## src/rtl/alu_exec_unit.sv

```systemverilog
// Integer ALU execute stage: registered E1 operand stage, combinational ALU,
// small in-order result FIFO draining onto a valid/ready CDB port.
// Back-pressure to the issue queue is a separate issue_stall signal because
// the issue interface itself carries no ready.

package parameters;
   localparam int PHYS_REGS_ADDR_WIDTH = 6;
endpackage

package common;
   typedef enum logic [3:0] {
      ALU_ADD  = 4'd0,
      ALU_SUB  = 4'd1,
      ALU_SLL  = 4'd2,
      ALU_SRL  = 4'd3,
      ALU_SRA  = 4'd4,
      ALU_SLT  = 4'd5,
      ALU_SLTU = 4'd6,
      ALU_XOR  = 4'd7,
      ALU_OR   = 4'd8,
      ALU_AND  = 4'd9
   } alu_cmd_t;
endpackage

// Issue-queue to execute-unit micro-op handoff (no ready by design).
interface isqIssueIf;
   logic                                        valid;
   common::alu_cmd_t                            alu_cmd;
   logic [31:0]                                 op1;
   logic [31:0]                                 op2;
   logic [parameters::PHYS_REGS_ADDR_WIDTH-1:0] phys_rd;

   modport in  (input  valid, alu_cmd, op1, op2, phys_rd);
   modport out (output valid, alu_cmd, op1, op2, phys_rd);
endinterface

module alu_exec_unit #(
   parameter int FIFO_DEPTH = 4,
   parameter int PREG_W     = parameters::PHYS_REGS_ADDR_WIDTH
) (
   input  logic              clk,
   input  logic              rst,
   isqIssueIf.in             isq,
   output logic              issue_stall,
   input  logic              flush,
   output logic              cdb_valid,
   input  logic              cdb_ready,
   output logic [PREG_W-1:0] cdb_phys_rd,
   output logic [31:0]       cdb_data
);
   import common::*;

   localparam int PTR_W = $clog2(FIFO_DEPTH);
   localparam int CNT_W = PTR_W + 1;

   typedef struct packed {
      logic [PREG_W-1:0] rd;
      logic [31:0]       data;
   } result_t;

   // E1 stage registers
   logic              e1_valid;
   alu_cmd_t          e1_cmd;
   logic [31:0]       e1_op1;
   logic [31:0]       e1_op2;
   logic [PREG_W-1:0] e1_rd;

   // Result FIFO state
   result_t           mem [FIFO_DEPTH];
   logic [PTR_W-1:0]  wr_ptr;
   logic [PTR_W-1:0]  rd_ptr;
   logic [CNT_W-1:0]  count;

   // Last value shown on the CDB, held while the FIFO is empty
   logic [PREG_W-1:0] last_rd;
   logic [31:0]       last_data;

   logic              issue_fire;
   logic              push;
   logic              pop;
   logic              fifo_nonempty;
   logic [31:0]       alu_result;
   logic [4:0]        shamt;
   logic [CNT_W:0]    occupancy;
   result_t           head;

   assign fifo_nonempty = (count != '0);
   assign head          = mem[rd_ptr];

   // Stall counts the op already in E1, since it will push next edge
   // regardless of what the CDB consumer does.
   assign occupancy   = {1'b0, count} + {{CNT_W{1'b0}}, e1_valid};
   assign issue_stall = (occupancy >= (CNT_W+1)'(FIFO_DEPTH));

   // An issue seen while stalled or flushing is simply not captured.
   assign issue_fire = isq.valid && !issue_stall && !flush;
   assign push       = e1_valid && !flush;
   assign pop        = fifo_nonempty && cdb_ready && !flush;

   assign shamt = e1_op2[4:0];

   // Combinational ALU evaluated on the E1 operands.
   always_comb begin
      // NOTE: default assignment first so no path through the case leaves
      // alu_result unassigned, which would otherwise infer a latch.
      alu_result = '0;
      case (e1_cmd)
         ALU_ADD:  alu_result = e1_op1 + e1_op2;
         ALU_SUB:  alu_result = e1_op1 - e1_op2;
         ALU_SLL:  alu_result = e1_op1 << shamt;
         ALU_SRL:  alu_result = e1_op1 >> shamt;
         ALU_SRA:  alu_result = $unsigned($signed(e1_op1) >>> shamt);
         ALU_SLT:  alu_result = {31'd0, $signed(e1_op1) < $signed(e1_op2)};
         ALU_SLTU: alu_result = {31'd0, e1_op1 < e1_op2};
         ALU_XOR:  alu_result = e1_op1 ^ e1_op2;
         ALU_OR:   alu_result = e1_op1 | e1_op2;
         ALU_AND:  alu_result = e1_op1 & e1_op2;
         default:  alu_result = '0;
      endcase
   end

   // E1 capture: valid follows issue_fire every edge; operands load on fire.
   always_ff @(posedge clk or posedge rst) begin
      // NOTE: sequential state uses non-blocking assignments so every
      // register samples pre-edge values regardless of statement order.
      if (rst) begin
         e1_valid <= 1'b0;
         e1_cmd   <= ALU_ADD;
         e1_op1   <= '0;
         e1_op2   <= '0;
         e1_rd    <= '0;
      end else begin
         e1_valid <= issue_fire;
         if (issue_fire) begin
            e1_cmd <= isq.alu_cmd;
            e1_op1 <= isq.op1;
            e1_op2 <= isq.op2;
            e1_rd  <= isq.phys_rd;
         end
      end
   end

   // FIFO storage write at the tail.
   always_ff @(posedge clk) begin
      // NOTE: the storage array has no reset; validity is tracked solely by
      // count/pointers, so stale contents are never observed as valid.
      if (push) begin
         mem[wr_ptr] <= '{rd: e1_rd, data: alu_result};
      end
   end

   // FIFO pointers and occupancy; flush empties the queue outright.
   always_ff @(posedge clk or posedge rst) begin
      if (rst) begin
         wr_ptr <= '0;
         rd_ptr <= '0;
         count  <= '0;
      end else if (flush) begin
         wr_ptr <= '0;
         rd_ptr <= '0;
         count  <= '0;
      end else begin
         if (push) wr_ptr <= wr_ptr + PTR_W'(1);
         if (pop)  rd_ptr <= rd_ptr + PTR_W'(1);
         case ({push, pop})
            2'b10:   count <= count + CNT_W'(1);
            2'b01:   count <= count - CNT_W'(1);
            default: count <= count;
         endcase
      end
   end

   // Remember the head shown on the CDB so the bus holds it once empty.
   always_ff @(posedge clk or posedge rst) begin
      if (rst) begin
         last_rd   <= '0;
         last_data <= '0;
      end else if (fifo_nonempty) begin
         last_rd   <= head.rd;
         last_data <= head.data;
      end
   end

   // CDB port driven straight from the FIFO head, no bypass from E1.
   always_comb begin
      cdb_valid   = fifo_nonempty;
      cdb_phys_rd = fifo_nonempty ? head.rd   : last_rd;
      cdb_data    = fifo_nonempty ? head.data : last_data;
   end

endmodule

```

## src/flat_wrapper.sv

```systemverilog
// flat-port wrapper written by rule: the top's interface ports become plain ports
module alu_exec_unit_flat import common::*;
#(
   parameter int FIFO_DEPTH = 4,
   parameter int PREG_W     = parameters::PHYS_REGS_ADDR_WIDTH
)
  (clk, rst, issue_stall, flush, cdb_valid, cdb_ready, cdb_phys_rd, cdb_data, isq_valid, isq_alu_cmd, isq_op1, isq_op2, isq_phys_rd);
  isqIssueIf isq_i ();
  input  logic clk;
  input  logic rst;
  output logic issue_stall;
  input  logic flush;
  output logic cdb_valid;
  input  logic cdb_ready;
  output logic [PREG_W-1:0] cdb_phys_rd;
  output logic [31:0] cdb_data;
  input wire logic [$bits(isq_i.valid)-1:0] isq_valid;
  input wire logic [$bits(isq_i.alu_cmd)-1:0] isq_alu_cmd;
  input wire logic [$bits(isq_i.op1)-1:0] isq_op1;
  input wire logic [$bits(isq_i.op2)-1:0] isq_op2;
  input wire logic [$bits(isq_i.phys_rd)-1:0] isq_phys_rd;
  assign isq_i.valid = isq_valid;
  assign isq_i.alu_cmd = isq_alu_cmd;
  assign isq_i.op1 = isq_op1;
  assign isq_i.op2 = isq_op2;
  assign isq_i.phys_rd = isq_phys_rd;
  alu_exec_unit #(.FIFO_DEPTH(FIFO_DEPTH), .PREG_W(PREG_W)) u_core (.clk(clk), .rst(rst), .isq(isq_i), .issue_stall(issue_stall), .flush(flush), .cdb_valid(cdb_valid), .cdb_ready(cdb_ready), .cdb_phys_rd(cdb_phys_rd), .cdb_data(cdb_data));
endmodule
```

## config.mk

```make
export PLATFORM = sky130hd
export DESIGN_NAME = alu_exec_unit_flat
export DESIGN_NICKNAME = d
export VERILOG_FILES = /design/src/rtl/alu_exec_unit.sv /design/src/flat_wrapper.sv
export SDC_FILE = /design/constraint.sdc
export NUM_CORES = 1
export LEC_CHECK = 0
export ABC_AREA = 1
export CAP_MARGIN = 30
export CORE_MARGIN = 2
export CORE_UTILIZATION = 33
export CTS_CLUSTER_DIAMETER = 100
export CTS_CLUSTER_SIZE = 28
export DETAILED_ROUTE_END_ITERATION = 8
export PLACE_DENSITY = 0.52
export SLEW_MARGIN = 20
export SYNTH_ARGS = -nofsm -noshare
export SYNTH_HDL_FRONTEND = slang
export SYNTH_SLANG_ARGS = --single-unit
```

## constraint.sdc

```tcl
create_clock -name clk -period 4.5 [get_ports clk]
set_input_delay 0.9 -clock clk [delete_from_list [all_inputs] [get_ports clk]]
set_output_delay 0.9 -clock clk [all_outputs]
set_load 0.02 [all_outputs]
```

# [Yosys cells after proc, flatten, opt, wreduce, memory -nomap -nowiden]
# Memories as Yosys holds them, arrays and structs flattened.
# Cells that the tools add are included.
[totals] register_bits=120 ram_bits=152 in_bits=79 output_inout_bits=40 word_cells=61 n_memories=1
[mem_list] name="u_core.mem" depth=4 width=38 read_ports=1 rd_ports_with_merged_regs=0 write_ports=1 line="alu_exec_unit.sv:69" source="result_t mem [FIFO_DEPTH];"
[classes] addsub=7 order_cmp=3 n_eq_ne=11 shift=3 mux=11 bitwise=3 reduce_logical=12
[op_table] cell="one-hot mux 32 bit (10 select lines)" n=1
[op_table] cell="< comparator 32 bit" n=2
[op_table] cell="adder 32 bit" n=1
[op_table] cell="bitwise AND 32 bit" n=1
[op_table] cell="2-to-1 mux 32 bit" n=1
[op_table] cell="bitwise OR 32 bit" n=1
[op_table] cell="<< shifter 32 x 5 -> 32 bit" n=1
[op_table] cell=">> shifter 32 x 5 -> 32 bit" n=1
[op_table] cell=">>> shifter 32 x 5 -> 32 bit" n=1
[op_table] cell="subtractor 32 bit" n=1
[op_table] cell="bitwise XOR 32 bit" n=1
[op_table] cell="== test 4 x 3 -> 1 bit, second input constant" n=4
[op_table] cell="== test 4 x 2 -> 1 bit, second input constant" n=2
[op_table] cell="== test 4 bit, second input constant" n=2
[op_table] cell="2-to-1 mux 2 bit" n=4
[op_table] cell="2-to-1 mux 6 bit" n=1
[op_table] cell="one-hot mux 3 bit (2 select lines)" n=1
[op_table] cell="nonzero test 3 bit" n=2
[op_table] cell="logical AND 1 bit" n=5
[op_table] cell="adder 2 x 1 -> 2 bit, second input constant" n=2
[op_table] cell="adder 3 x 1 -> 4 bit" n=1
[op_table] cell="== test 4 x 1 -> 1 bit, second input constant" n=1
[op_table] cell="greater-or-equal comparator 4 x 3 -> 1 bit, second input constant" n=1
[op_table] cell="zero test 4 bit" n=1
[op_table] cell="8 further kinds" n=11

# [Longest topological paths before layout]
# Gate-level depths: netlist (run 1).
[logic_depth] depth_word=6 mapped_depth=19 depth_no_buf=16

# [Least setup slack after synthesis (run 1)]
# OpenSTA, ideal clock, no wires.
[synth_path] path_kind="input -> register" from="input port flush" to="memory u_core.mem[0][0] in the netlist's numbering (enable)" arrival_ns=2.781 t_required_ns=4.067 path_slack_ns=1.286 path_stages=3 path_buffers=0 cell_sequence="inv_1 > nand2_1 > nor2_1"
[synth_between] elab_chain_len=4
[synth_rtl] item="start, declared" line="flat_wrapper.sv:12" source="input logic flush;"
[synth_rtl] item="zero test 1 bit" line="alu_exec_unit.sv:97" source="assign push = e1_valid && !flush;"
[synth_rtl] item="logical AND 1 bit" line="alu_exec_unit.sv:97"
[synth_rtl] item="2-to-1 mux 1 bit" line="alu_exec_unit.sv:147" source="if (push) begin"
[synth_rtl] item="2-to-1 mux 1 bit (implied by the code)" line="alu_exec_unit.sv:148" source="mem[wr_ptr] <= '{rd: e1_rd, data: alu_result};"
[synth_rtl] item="end, declared" line="alu_exec_unit.sv:69"
# Every way passes these cells.

# [Final worst setup path (run 1)]
[layout_path] from="register u_core.rd_ptr[0]" to="output port cdb_data[11]"
[layout_between] elab_chain_len=2
[layout_rtl] item="start, declared" line="alu_exec_unit.sv:71" source="logic [PTR_W-1:0] rd_ptr;"
[layout_rtl] item="start signal, assigned" line="alu_exec_unit.sv:164" source="if (pop) rd_ptr <= rd_ptr + PTR_W'(1);"
[layout_rtl] item="memory (4 x 38 bit)"
[layout_rtl] item="2-to-1 mux 32 bit" line="alu_exec_unit.sv:188" source="cdb_data = fifo_nonempty ? head.data : last_data;"
[layout_rtl] item="end, declared" line="flat_wrapper.sv:16" source="output logic [31:0] cdb_data;"
# Every way passes these cells.

==> metrics, run 1 <==
clock share of power=11.1%; MaxCap Viol Count=0; Mapped Nets=3,152; post-synthesis sequential area ratio=37.4%; Area Overhead vs Synth=12.7%; Die H=252 um; simple-gate share of the synthesized area=34.6%; Synth Area in Compound Gates=11.6%; initial antenna violation count=2; Total Neg Setup Slack=0 ps; worst-path fanout max=76; Combinational Power Share=66.3%; share of layout cells above drive strength 1=4.00%; wire per inst=22.6 um; clk root buf=clkbuf_16; delay of the slowest cell on the worst path=680 ps; actual slew at the worst max-slew pin=881 ps; Starting Density=33.5%; WP data arrival=2980 ps; Max transition margin=41.3%; Synth Area in XOR/XNOR=0.260%; switch share=56.7%; Slew Limit Fails=0; Synth Cell Area=20,200 sq um; port bufs=118; GPL Wtd Cong=0.996; Ys Warns=0; DR DRC count=0; fin nets=3,194; fraction of registers with async set/reset=44.1%; crit path cell chain=buf_4, nor2_1, nor2_1, o21ai_0, a31oi_1, clkdlybuf4s50_1; clk buf depth=3; H-tree depth=1; clock skew=29.9 ps; antenna-violating nets left=0; top cells by count, synth=873 x nand2_1, 376 x nor2_1, 353 x nand3_1; WHS=513 ps; status=finished clean; grt total ovfl=0; pin count of the biggest net entering global routing=77; top-count cell post-synth=nand2_1; RSZ-0062 raised after global routing=no; IO Pins=119; Top delay family on crit path=buffers and inverters; P_leak=10.5 nW; Worst Hold Class=reg2reg; Syn Area/Cell=6.82 sq um; first drt pass iteration count=6; Cells after Synth=2,968; worst path bufs/invs=2; Die W=252 um; CTS Buf Count=19; Worst setup EP type=primary output; internal power=7.76 mW; first-pass GRT wire length=126,000 um; TritonCTS clock tree=built; # hold bufs at CTS=0; worst vdd ir=0.284 mV; final setup violation count=0; post-CTS setup buffer count=0; post-synth cell types=42; CP startpoint kind=register; initial drt markers=2,344; dominant synthesized flop cell=edfxtp_1; HPWL Detailed=66,600 um; #FFs+latches synth=272; filler cell count=6,515; die area=63,300 sq um; Tmin final=3880 ps; Final Hold Vio Count=0; global-route usage over all layers=26.7%; CP max stage cell=clkdlybuf4s50_1; Synth area leader=edfxtp_1; Req. time, crit path=3600 ps; Final period util=86.2%; Routed WL=86,100 um; vias in the first global route=19,100; multiplexer area fraction after synthesis=0%; Peak Freq=258 MHz; most frequent CP cell=nor2_1; Via density=5.35; # clock sinks=272; critical path class=reg2out; via count=20,400; worst skew pair latency=570 ps; Yosys top cell area share=22.5%; sw power=10.1 mW; Synth area leaders=edfxtp_1 23%, nand2_1 16%, dfrtp_1 15%, nand3_1 8.7%, nor2_1 7.0%; core area=60,500 sq um; Adder-Cell Fraction of Synth Area=6.60%; clk slew on worst S/H paths=110 ps; largest family of logic cells by synthesized area=simple AND/OR/NAND/NOR gates; EDFF count, synth=152; pwr/cell area=785 nW/um^2; row count=90; Reg power frac=22.5%; post_cts resized=0
## per-layer routing
layer  GRT usage (%)  share of wire [%]
met5               0                  0
met4            9.86                4.1
met3            2.83                6.9
met2            42.0                 44
met1            37.7                 45
## cells by family after synthesis
kind of cell | Yosys count
fa+ha+maj | 105
simple gates | 1691
buf+inv | 462
xor+xnor | 6
compound gates | 432
flops | 272
## registers in the layout (all words and copies together), names as in the netlist, 3 cells and up
name and flops:
u_core.last_data 32, u_core.e1_op2 32, u_core.e1_cmd 4, u_core.e1_rd 6, u_core.last_rd 6, u_core.count 3
u_core.e1_op1 32, u_core.mem 152
## worst register-to-register path, delay by kind of cell (launching register included)
| family | cells | cell delay [ps] |
|---|---|---|
| fa+ha+maj | 2 | 800 |
| simple gates | 11 | 1550 |
| flops | 1 | 430 |
| buf+inv | 2 | 470 |
## stage by stage
step	instance area, sq um	std cells	setup slack, ps	util (%)	total power, mW
after CTS	22800	3805	581	37.7	17.7
after floorplan	20200	2968	414	-	11.2
after detailed placement	22100	3771	932	36.6	15.7
final	22800	3806	622	37.7	17.9
after global placement	22100	3769	922	36.5	15.6
after global routing	22800	3805	393	37.7	19.1
## path summary, 6_finish.rpt
check                                       from           endpoint  slack [ps]  depth (start not counted)
worst max-delay path            u_core.rd_ptr[0]       cdb_data[11]         620                          6
worst min-delay path             u_core.e1_rd[3]  u_core.mem[0][35]         510                          0
worst max register to register  u_core.e1_op2[0]   u_core.mem[0][0]         920                         15
worst min register to register   u_core.e1_rd[3]  u_core.mem[0][35]         510                          0
max in group asynchronous                    rst  u_core.e1_op2[25]        2760                          3
min in group asynchronous                    rst   u_core.e1_op2[2]         760                          2
## final cells by class
| type | instances | area, sq um | area share, % |
|---|---|---|---|
| Antenna cell | 1 | 2.50 | 0.0110 |
| Clock buffer | 22 | 487 | 2.13 |
| Clock inverter | 12 | 218 | 0.954 |
| Inverter | 322 | 1220 | 5.35 |
| Multi-Input combinational cell | 2234 | 10800 | 47.2 |
| Sequential cell | 272 | 7570 | 33.2 |
| Tap cell | 782 | 978 | 4.29 |
| Timing Repair Buffer | 161 | 1560 | 6.84 |
## cell usage in the layout, fill, tap and decap left out, types with 13 or more instances in the layout
| master | instances |
|---|---|
| clkbuf_16 | 19 |
| ha_1 | 102 |
| buf_4 | 39 |
| o21bai_1 | 13 |
| and2_1 | 13 |
| nand3_1 | 353 |
| nor3_1 | 23 |
| inv_1 | 303 |
| edfxtp_1 | 152 |
| dfrtp_1 | 117 |
| nand4_1 | 25 |
| a21oi_1 | 99 |
| o21ai_1 | 24 |
| a31oi_1 | 44 |
| o211ai_1 | 13 |
| o22ai_1 | 28 |
| inv_2 | 13 |
| nor2_1 | 372 |
| nand2_2 | 13 |
| nand2_1 | 873 |
| clkdlybuf4s50_1 | 118 |
| o21ai_0 | 201 |
## power by group through the flow
stage / combinational, mW / sequential (mW) / clock, mW
floorplan: 7.30 / 3.87 / 0
global placement: 11.5 / 4.07 / 0
detailed placement: 11.6 / 4.08 / 0
CTS: 11.7 / 4.03 / 2.06
global route: 12.9 / 4.08 / 2.14
finish: 11.9 / 4.03 / 2.00
Power figures use the tool's default switching activity.
==> inputs of run 2 (changes only) <==
--- a/config.mk
+++ b/config.mk
@@ -9,7 +9,6 @@
 export CAP_MARGIN = 30
 export CORE_MARGIN = 2
 export CORE_UTILIZATION = 33
-export CTS_CLUSTER_DIAMETER = 100
 export CTS_CLUSTER_SIZE = 28
 export DETAILED_ROUTE_END_ITERATION = 8
 export PLACE_DENSITY = 0.52
==> metrics, run 2 (synthesis results as in run 1) <==
initial antenna violation count=2; antenna-violating nets left=0; global-route usage over all layers=26.9%; post-CTS setup buffer count=0; Worst Hold Class=reg2reg; P_leak=10.7 nW; most frequent cells in the layout=873 x nand2_1, 372 x nor2_1, 353 x nand3_1; GPL Wtd Cong=0.996; Die W=252 um; Max transition margin=42.6%; first-pass GRT wire length=127,000 um; Top delay family on crit path=buffers and inverters; Total Neg Setup Slack=0 ps; wire per inst=22.6 um; Routed WL=86,700 um; Area Overhead vs Synth=14.6%; clk root buf=clkbuf_16; # hold bufs at CTS=0; Worst setup EP type=primary output; share of layout cells above drive strength 1=4.49%; final core occ=38.3%; IO Pins=119; worst-path fanout max=76; core area=60,500 sq um; r2r setup slk=900 ps; CTS Buf Count=35; WP data arrival=2930 ps; Final Hold Vio Count=0; max reg flops=152; pin count of the biggest net entering global routing=77; r2r startpoint=u_core.e1_op2[0]; worst path bufs/invs=2; initial drt markers=2,208; largest reg by FF count=u_core.mem; CP startpoint kind=register; worst hold path cell count=0; Tmin final=3830 ps; Starting Density=33.5%; critical path class=reg2out; die area=63,300 sq um; crit path cell chain=buf_4, nor2_1, nor2_1, o21ai_0, a31oi_1, clkdlybuf4s50_1; Peak Freq=261 MHz; actual slew at the worst max-slew pin=862 ps; via count=20,400; fin nets=3,210; Combinational Power Share=63.8%; clk buf depth=3; CP max stage cell=clkdlybuf4s50_1; worst skew pair latency=560 ps; RSZ-0062 raised after global routing=no; Via density=5.33; worst-case reg-to-reg path depth=12; WHS Endpoint=u_core.mem[1][37]; final setup violation count=0; clock skew=30.9 ps; commonest non-fill, non-tap cell in the layout=nand2_1; post_cts resized=0; Slew Limit Fails=0; row count=90; clk slew on worst S/H paths=60 ps; Reg power frac=21.7%; first drt pass iteration count=6; Hold Crit Start=u_core.e1_rd[5]; DR DRC count=0; status=finished clean; Final period util=85.2%; port bufs=118; TritonCTS clock tree=built; most frequent CP cell=nor2_1; switch share=54.7%; antenna cell count=0; HPWL Detailed=66,600 um; vias in the first global route=19,300; delay of the slowest cell on the worst path=680 ps; MaxCap Viol Count=0; r2r endpoint=u_core.mem[2][12]; H-tree depth=2; Die H=252 um; worst vdd ir=0.288 mV; Req. time, crit path=3600 ps; sw power=10.2 mW; clock share of power=14.5%; grt total ovfl=0; # clock sinks=272; pwr/cell area=802 nW/um^2; internal power=8.42 mW
[run 2: cell types whose count changed in the layout (fill, tap and decap cells not counted), sizes merged]
cell,previous run,this run
clkbuf,22,45
clkinv,8,16
inv,326,324
bufinv,0,1
diode,1,0
[run 2: power groups by stage]
| stage | Clock [mW] | Combinational (mW) | Sequential (mW) |
|---|---|---|---|
| after floorplan | 0 | 7.30 | 3.87 |
| after global placement | 0 | 11.5 | 4.07 |
| after detailed placement | 0 | 11.6 | 4.08 |
| after CTS | 2.77 | 11.7 | 4.04 |
| after global routing | 2.86 | 12.9 | 4.09 |
| final | 2.70 | 11.9 | 4.04 |
[run 2: worst max-delay path by stage]
stage | end | slack (ps) | cells after the start | from
6_report | cdb_data[11] | 670 | 6 | u_core.rd_ptr[0]
2_1_floorplan | u_core.count[0] | 410 | 1 | rst
3_3_place_gp | u_core.e1_op1[31] | 920 | 7 | flush
5_1_grt | cdb_data[27] | 450 | 6 | u_core.rd_ptr[0]
4_1_cts | cdb_data[11] | 620 | 6 | u_core.rd_ptr[0]
3_5_place_dp | u_core.e1_op1[31] | 930 | 7 | flush
[run 2: final cells by class]
cell class	instances	area [sq um]
clock buffer	45	935
sequential	272	7570
inverter	322	1220
clock inverter	19	143
fill	6503	37300
multi-input combinational	2234	10800
tap	782	978
timing repair buffer	161	1560
[run 2: worst register-to-register path, stage by stage, from the launching register on]
cell     delay (ps)
dfrtp_1         430
buf_4           480
inv_4           410
nand2_1         470
nand3_1         180
o21ai_0         270
o21ai_1         200
nand2_1         110
nand2_1          50
nand2_1          50
nand3_1          90
nand2_1         250
nand2_1         280
[run 2: per-layer routing]
| layer | global-route usage (%) | wire length, um | part of all wire, % |
|---|---|---|---|
| met3 | 3.81 | 5980 | 6.9 |
| met2 | 41.9 | 37900 | 44 |
| met4 | 10.9 | 3840 | 4.4 |
| met1 | 37.6 | 39000 | 45 |
| met5 | 0 | 10 | 0.012 |
[run 2: stage by stage]
step / hold slack (ps) / power (mW) / cell area, sq um / std cells / setup WS [ps]
after global routing: 540 / 19.8 / 23200 / 3835 / 448
after floorplan: 476 / 11.2 / 20200 / 2968 / 414
after global placement: 506 / 15.6 / 22100 / 3769 / 922
after CTS: 520 / 18.5 / 23200 / 3835 / 622
after detailed placement: 506 / 15.7 / 22100 / 3771 / 932
final: 519 / 18.6 / 23200 / 3835 / 665
